### config.mk
export PLATFORM = sky130hd
export DESIGN_NAME = spi_trng_master_flat
export DESIGN_NICKNAME = d
export VERILOG_FILES = /design/src/rtl/spi_trng_pkg.sv /design/src/rtl/spi_trng_master_if.sv /design/src/rtl/spi_sclk_gen.sv /design/src/rtl/spi_trng_master.sv /design/src/flat_wrapper.sv
export SDC_FILE = /design/constraint.sdc
export NUM_CORES = 1
export LEC_CHECK = 0
export BUFFER_PORTS_ARGS = -buffer_cell sky130_fd_sc_hd__buf_2
export CORE_ASPECT_RATIO = 2
export CORE_MARGIN = 8
export CORE_UTILIZATION = 45
export CTS_CLUSTER_DIAMETER = 120
export CTS_CLUSTER_SIZE = 20
export DETAILED_ROUTE_END_ITERATION = 10
export PLACE_DENSITY = 0.73
export SETUP_SLACK_MARGIN = 0.5
export SYNTH_ARGS = -nofsm -noshare
export SYNTH_HDL_FRONTEND = slang
export SYNTH_SLANG_ARGS = --single-unit
### constraint.sdc
create_clock -name clk -period 2.6 [get_ports clk]
set_clock_uncertainty 0.2 [all_clocks]
set_input_delay 0.52 -clock clk [delete_from_list [all_inputs] [get_ports clk]]
set_output_delay 0.52 -clock clk [all_outputs]
set_load 0.02 [all_outputs]
### src/rtl/spi_trng_pkg.sv
// Shared definitions for the TRNG SPI link: state encoding, default word width
// and the bit-counter width derivation used by both master and receiver.
package spi_trng_pkg;

    localparam int unsigned DEFAULT_DATA_WIDTH = 96;

    typedef enum logic [6:0] {
        IDLE    = 7'b0000001,
        START   = 7'b0000010,
        SETUP   = 7'b0000100,
        SCLK_HI = 7'b0001000,
        SCLK_LO = 7'b0010000,
        HOLD    = 7'b0100000,
        DONE    = 7'b1000000
    } state_e;

    // Counter must reach DATA_WIDTH itself, hence dw+1 values.
    function automatic int unsigned bit_cnt_width(input int unsigned dw);
        return $clog2(dw + 1);
    endfunction

endpackage

### src/rtl/spi_trng_master_if.sv
// Word-in / SPI-out bundle of the TRNG SPI master; master modport is the DUT side.
interface spi_trng_master_if
    import spi_trng_pkg::*;
#(
    parameter int unsigned DATA_WIDTH = DEFAULT_DATA_WIDTH
);
    logic                  tx_valid;
    logic                  tx_ready;
    logic [DATA_WIDTH-1:0] tx_data;
    logic                  start;
    logic                  ss_n;
    logic                  sclk;
    logic                  mosi;
    logic                  tx_finish;
    logic                  busy;

    modport master (
        input  tx_valid, tx_data,
        output tx_ready, start, ss_n, sclk, mosi, tx_finish, busy
    );

    modport slave (
        output tx_valid, tx_data,
        input  tx_ready, start, ss_n, sclk, mosi, tx_finish, busy
    );
endinterface

### src/rtl/spi_sclk_gen.sv
// CLK_DIV phase counter: restarts on every FSM state entry and ticks phase_done
// in the last cycle of each phase; holds while disabled.
module spi_sclk_gen
#(
    parameter int unsigned CLK_DIV = 4
) (
    input  logic clk,
    input  logic rst_n,
    input  logic en_i,
    input  logic restart_i,
    output logic phase_done_o
);
    localparam int unsigned      CNT_W = $clog2(CLK_DIV);
    localparam logic [CNT_W-1:0] LAST  = CNT_W'(CLK_DIV - 1);

    logic [CNT_W-1:0] cnt_q, cnt_d;

    always_comb begin
        cnt_d = cnt_q;
        if (restart_i) begin
            cnt_d = '0;
        end else if (en_i) begin
            cnt_d = (cnt_q == LAST) ? '0 : cnt_q + 1'b1;
        end
    end

    always_ff @(posedge clk or negedge rst_n) begin
        if (!rst_n) begin
            cnt_q <= '0;
        end else begin
            cnt_q <= cnt_d;
        end
    end

    assign phase_done_o = en_i && (cnt_q == LAST);

endmodule

### src/rtl/spi_trng_master.sv
// SPI mode-0, LSB-first transmit master for one TRNG word per transaction,
// also generating the receiver's start and tx_finish pulses.
module spi_trng_master
    import spi_trng_pkg::*;
#(
    parameter int unsigned DATA_WIDTH = DEFAULT_DATA_WIDTH,
    parameter int unsigned CLK_DIV    = 4,
    parameter int unsigned BIT_CNT_W  = bit_cnt_width(DATA_WIDTH)
) (
    input logic               clk,
    input logic               rst_n,
    spi_trng_master_if.master bus
);
    state_e                state_q, state_d;
    logic [DATA_WIDTH-1:0] shift_q, shift_d;
    logic [BIT_CNT_W-1:0]  bit_cnt_q, bit_cnt_d;
    logic                  start_q, start_d;
    logic                  ss_n_q, ss_n_d;
    logic                  sclk_q, sclk_d;
    logic                  mosi_q, mosi_d;
    logic                  tx_finish_q, tx_finish_d;

    logic accept;
    logic in_frame;
    logic phase_done;
    logic restart;

    assign accept   = bus.tx_valid && (state_q == IDLE);
    assign in_frame = state_q inside {SETUP, SCLK_HI, SCLK_LO, HOLD};
    assign restart  = (state_d != state_q);

    spi_sclk_gen #(
        .CLK_DIV (CLK_DIV)
    ) u_sclk_gen (
        .clk          (clk),
        .rst_n        (rst_n),
        .en_i         (in_frame),
        .restart_i    (restart),
        .phase_done_o (phase_done)
    );

    always_ff @(posedge clk or negedge rst_n) begin
        if (!rst_n) begin
            state_q <= IDLE;
        end else begin
            state_q <= state_d;
        end
    end

    always_comb begin
        state_d = state_q;
        case (state_q)
            IDLE:    if (accept) state_d = START;
            START:   state_d = SETUP;
            SETUP:   if (phase_done) state_d = SCLK_HI;
            SCLK_HI: if (phase_done) begin
                state_d = (bit_cnt_q == BIT_CNT_W'(DATA_WIDTH)) ? HOLD : SCLK_LO;
            end
            SCLK_LO: if (phase_done) state_d = SCLK_HI;
            HOLD:    if (phase_done) state_d = DONE;
            DONE:    state_d = IDLE;
            default: state_d = IDLE;
        endcase
    end

    // Shift only on HI->LO, so the last bit never triggers a trailing data change.
    always_comb begin
        shift_d   = shift_q;
        bit_cnt_d = bit_cnt_q;
        if (accept) begin
            shift_d = bus.tx_data;
        end else if (state_q == SCLK_HI && state_d == SCLK_LO) begin
            shift_d = shift_q >> 1;
        end
        if (state_q == IDLE) begin
            bit_cnt_d = '0;
        end else if (state_d == SCLK_HI && state_q != SCLK_HI) begin
            bit_cnt_d = bit_cnt_q + 1'b1;
        end
    end

    always_ff @(posedge clk or negedge rst_n) begin
        if (!rst_n) begin
            shift_q   <= '0;
            bit_cnt_q <= '0;
        end else begin
            shift_q   <= shift_d;
            bit_cnt_q <= bit_cnt_d;
        end
    end

    always_comb begin
        start_d     = (state_q == START);
        ss_n_d      = !in_frame;
        sclk_d      = (state_q == SCLK_HI);
        tx_finish_d = (state_q == DONE);
        mosi_d      = mosi_q;
        if (state_q == SETUP || state_q == SCLK_LO) begin
            mosi_d = shift_q[0];
        end
    end

    always_ff @(posedge clk or negedge rst_n) begin
        if (!rst_n) begin
            start_q     <= 1'b0;
            ss_n_q      <= 1'b1;
            sclk_q      <= 1'b0;
            mosi_q      <= 1'b0;
            tx_finish_q <= 1'b0;
        end else begin
            start_q     <= start_d;
            ss_n_q      <= ss_n_d;
            sclk_q      <= sclk_d;
            mosi_q      <= mosi_d;
            tx_finish_q <= tx_finish_d;
        end
    end

    assign bus.tx_ready  = (state_q == IDLE);
    assign bus.busy      = (state_q != IDLE);
    assign bus.start     = start_q;
    assign bus.ss_n      = ss_n_q;
    assign bus.sclk      = sclk_q;
    assign bus.mosi      = mosi_q;
    assign bus.tx_finish = tx_finish_q;

endmodule

### src/flat_wrapper.sv
// flat-port wrapper written by rule: the top's interface ports become plain ports
module spi_trng_master_flat import spi_trng_pkg::*;
#(
    parameter int unsigned DATA_WIDTH = DEFAULT_DATA_WIDTH,
    parameter int unsigned CLK_DIV    = 4,
    parameter int unsigned BIT_CNT_W  = bit_cnt_width(DATA_WIDTH)
)
  (clk, rst_n, bus_tx_valid, bus_tx_data, bus_tx_ready, bus_start, bus_ss_n, bus_sclk, bus_mosi, bus_tx_finish, bus_busy);
  spi_trng_master_if #(.DATA_WIDTH(DATA_WIDTH)) bus_i ();
  input logic clk;
  input logic rst_n;
  input wire logic [$bits(bus_i.tx_valid)-1:0] bus_tx_valid;
  input wire logic [$bits(bus_i.tx_data)-1:0] bus_tx_data;
  output wire logic [$bits(bus_i.tx_ready)-1:0] bus_tx_ready;
  output wire logic [$bits(bus_i.start)-1:0] bus_start;
  output wire logic [$bits(bus_i.ss_n)-1:0] bus_ss_n;
  output wire logic [$bits(bus_i.sclk)-1:0] bus_sclk;
  output wire logic [$bits(bus_i.mosi)-1:0] bus_mosi;
  output wire logic [$bits(bus_i.tx_finish)-1:0] bus_tx_finish;
  output wire logic [$bits(bus_i.busy)-1:0] bus_busy;
  assign bus_i.tx_valid = bus_tx_valid;
  assign bus_i.tx_data = bus_tx_data;
  assign bus_tx_ready = bus_i.tx_ready;
  assign bus_start = bus_i.start;
  assign bus_ss_n = bus_i.ss_n;
  assign bus_sclk = bus_i.sclk;
  assign bus_mosi = bus_i.mosi;
  assign bus_tx_finish = bus_i.tx_finish;
  assign bus_busy = bus_i.busy;
  spi_trng_master #(.DATA_WIDTH(DATA_WIDTH), .CLK_DIV(CLK_DIV), .BIT_CNT_W(BIT_CNT_W)) u_core (.clk(clk), .rst_n(rst_n), .bus(bus_i));
endmodule
==> results.md <==
- Status: finished with violations
- Failing checks: setup timing
- First-pass GRT wire length: between 20 and 30 mm
- Max VDD drop: 0.6796 mV
- DRT Pass-1 Iters: 6
- Syn Inst Count: 523
- Storage cell area: between 2000 and 3000 µm²
- Buffers on Ports: 105
- Worst Hold Path EP: u_core.shift_q[95]
- Worst r2r dst: u_core.shift_q[91]
- Synth warn: 0
- Post-Layout Cell Count: 827
- DR WL/cell: 21.61 µm
- Psw: 3.398 mW
- Largest net degree at the start of global routing: 108
- Htree depth: 4
- XOR/XNOR Fraction of Synth Area: 0.6134%
- Slew headroom: between 50% and 60%
- Rows: 58
- EDFF count, synth: 0
- Die ar.: around 17000 µm²
- Fill cell count: 878
- Worst r2r path cells: 7
- Register area share after synthesis: 51.30%
- Vias in the first global route: 5175
- Hold path cells: 3
- Share of cells above drive strength 1: 54.80%
- Final Power: 9.515 mW
- Chip width: between 90 and 100 µm
- Sinks on Clock Net: 117
- Vias/cell: 5.622
- Post-synthesis simple-gate area fraction: 11.85%
- Clock Path Buffers: 2
- Tmin final: 2608 ps
- Setup-failing EPs final: 2
- Mux share of post-synthesis cell area: 17.02%
- CP max-delay cell: or4_4
- Clk_lat worst skew: between 400 and 500 ps
- Most frequent cells in the layout: dfrtp_1, buf_2, mux2i_1, a21oi_2, nor2_4
- DRT Wirelength: roughly 18 mm
- Post-Syn Area: between 5000 and 6000 µm²
- Nets: 766
- TritonCTS buffer count: 17
- P_int: 6.117 mW
- Critical-path cell list: or4_4 > or3_4 > buf_4
- Inserted Diodes: 0
- Flops & latches, synth: between 100 and 150
- Dpl ws: 151.8 ps
- MaxCap Viol Count: 0
- Die Y: 175.3 µm
- Initial Util: 45.76%
- Initial antenna violation count: 0
- Worst Path Arrival: 1890 ps
- Switching share of power: 35.71%
- Fraction of registers with async set/reset: 100.0%
- CP Capture Type: output pin
- Syn Area/Cell: ~11 µm²
- Multi-input gate area: 3234 µm²
- Global placement routability congestion: approximately 0.8
- Gate power share: 42.4%
- Final cell utilization of the core: ~69%
- Most common cell after layout, fill and taps aside: dfrtp_1
- Power per Cell Area: 1107 nW/µm²
- Max Transition Viols Final: 0
- Area delta synth->final: 50.43%
- Hold Fails Final Rpt: 0
- Leakage: a little over 4 nW
- Worst setup SP type: register
- Post-placement cell count: 757
- Max stage delay on crit path: 550 ps
- Setup CP Type: reg -> out
- Flop pwr share: 32.5%
- DR DRC count: 0
- Tot GR Track Use: 20.25%
- Worst R2R Setup Slack: 20 ps
- Detail Placement HPWL: 8.894 mm
- Worst r2r src: u_core.state_q[3]
- Req. time, crit path: between 1500 and 2000 ps
- GR Overflow Total: 0
- Main combinational cell family by area after synthesis: multiplexers
- Net Count, Synth: 625
- Distinct cell type count after synthesis: 39
- Clock slew at reported path FFs: 60 ps
- RSZ-0062 raised after global routing: true
- CTS Root Buffer Type: clkbuf_16
- Min-delay src: bus_tx_data[95]
- IO Count: 106
- Post-synthesis compound-gate area fraction: between 10% and 20%
- PnR worst setup slack: -7.545 ps
- Post-synth top flop: dfrtp_1
- Fin crit share: 100.3%
- DR vias: 4649
- Worst Tran Pin Value: 615.3 ps
- Core area: between 10000 and 15000 µm²
- Adder-Cell Fraction of Synth Area: 0.6572%
- HP Class: in -> reg
- DRT iter0 DRCs: 221
- CTS tree: done
- Achievable Freq: 383.5 MHz
- Crit-path max FO: 2
- Post-route ant nets: 0
- Clk network pwr share: between 20 and 30%
-- through the flow --
stage	TNS [ps]	area [µm²]	hold slack, ps
floorplan	0	5748	24.41
global placement	0	6365	166.5
detailed placement	0	6365	170.2
CTS	-302.0	7926	129.2
global route	-365.8	8592	143.2
finish	-7.937	8592	143.5
-- sequential cells by signal (all words and copies together) (netlist names) --
| signal | flops |
|---|---|
| u_core.bus.ss_n | 1 |
| u_core.bus.sclk | 1 |
| u_core.bus.tx_finish | 1 |
| u_core.bus.start | 1 |
| u_core.shift_q | 96 |
| u_core.bus.mosi | 1 |
| u_core.state_q | 7 |
| u_core.u_sclk_gen.cnt_q | 2 |
| u_core.bit_cnt_q | 7 |
-- power groups by stage --
stage          clock, mW  sequential (mW)  combinational, mW
3_5_place_dp           0             3.05               2.03
6_report            2.38             3.09               4.04
4_1_cts             2.40             3.04               3.24
5_1_grt             2.49             3.16               4.27
2_1_floorplan          0             2.92               1.79
3_3_place_gp           0             3.01               1.94
-- worst max-delay path, delay by kind of cell, from the launching register on --
family                 cells  cell delay, ps
buffers and inverters      1             170
DFF                        1             390
and+or+nand+nor            2             920
-- repair_timing --
| action | CTS | global route |
|---|---|---|
| setup buffers | 11 | 2 |
| endpoints found under the hold margin | 10 | 0 |
| pin swaps | 9 | 9 |
| resized for setup | 119 | 105 |
| cloned | 15 | 9 |
| setup endpoints to repair | 105 | 107 |
| hold buffers | 1 | 0 |
-- cells by family after synthesis --
logic type,count (synthesis)
simple gates,140
flops,117
compound gates,114
mux,97
buf+inv,48
xor+xnor,4
fa+ha+maj,3
-- layout make-up --
class,instances,area share (%)
multi-input combinational,358,37.64
sequential,117,34.11
timing repair buffer,160,18.58
clock buffer,19,5.155
tap,150,2.184
clock inverter,13,1.835
inverter,10,0.4951
-- worst max-delay path by stage --
stage	endpoint	start	cells past startpoint	slack (ps)
after CTS	bus_busy	u_core.state_q[5]	3	-50
after global routing	bus_tx_ready	u_core.state_q[3]	4	-50
after detailed placement	u_core.shift_q[62]	u_core.bit_cnt_q[0]	8	150
after global placement	u_core.shift_q[79]	u_core.bit_cnt_q[0]	8	210
final	bus_busy	u_core.state_q[3]	3	-8
after floorplan	u_core.shift_q[74]	u_core.state_q[2]	8	260
-- cell usage after synthesis, types with 3 or more instances --
library cell	instances	area, µm²
ha_1	3	37.54
o21ai_0	5	25.02
or4_1	3	22.52
nor2_1	84	315.3
nor3_1	3	15.01
clkbuf_1	5	18.77
inv_1	9	33.78
a21oi_2	26	227.7
nand3_1	4	20.02
mux2i_1	96	960.9
or3_1	3	18.77
buf_6	22	247.7
nand4_1	5	31.28
nor2_2	20	125.1
buf_2	11	55.05
nor4_1	4	25.02
o31ai_1	3	22.52
dfrtp_1	115	2878
a21oi_1	73	365.4
-- layer usage --
layer | vias up | GRT usage (%) | wire length, µm
li1 | 2111 | - | -
met1 | 2361 | 20.34 | 5948
met2 | 131 | 36.72 | 10580
met3 | 46 | 4.149 | 644
met4 | 0 | 11.30 | 698
met5 | - | 0 | 0
Power figures use the tool's default switching activity.
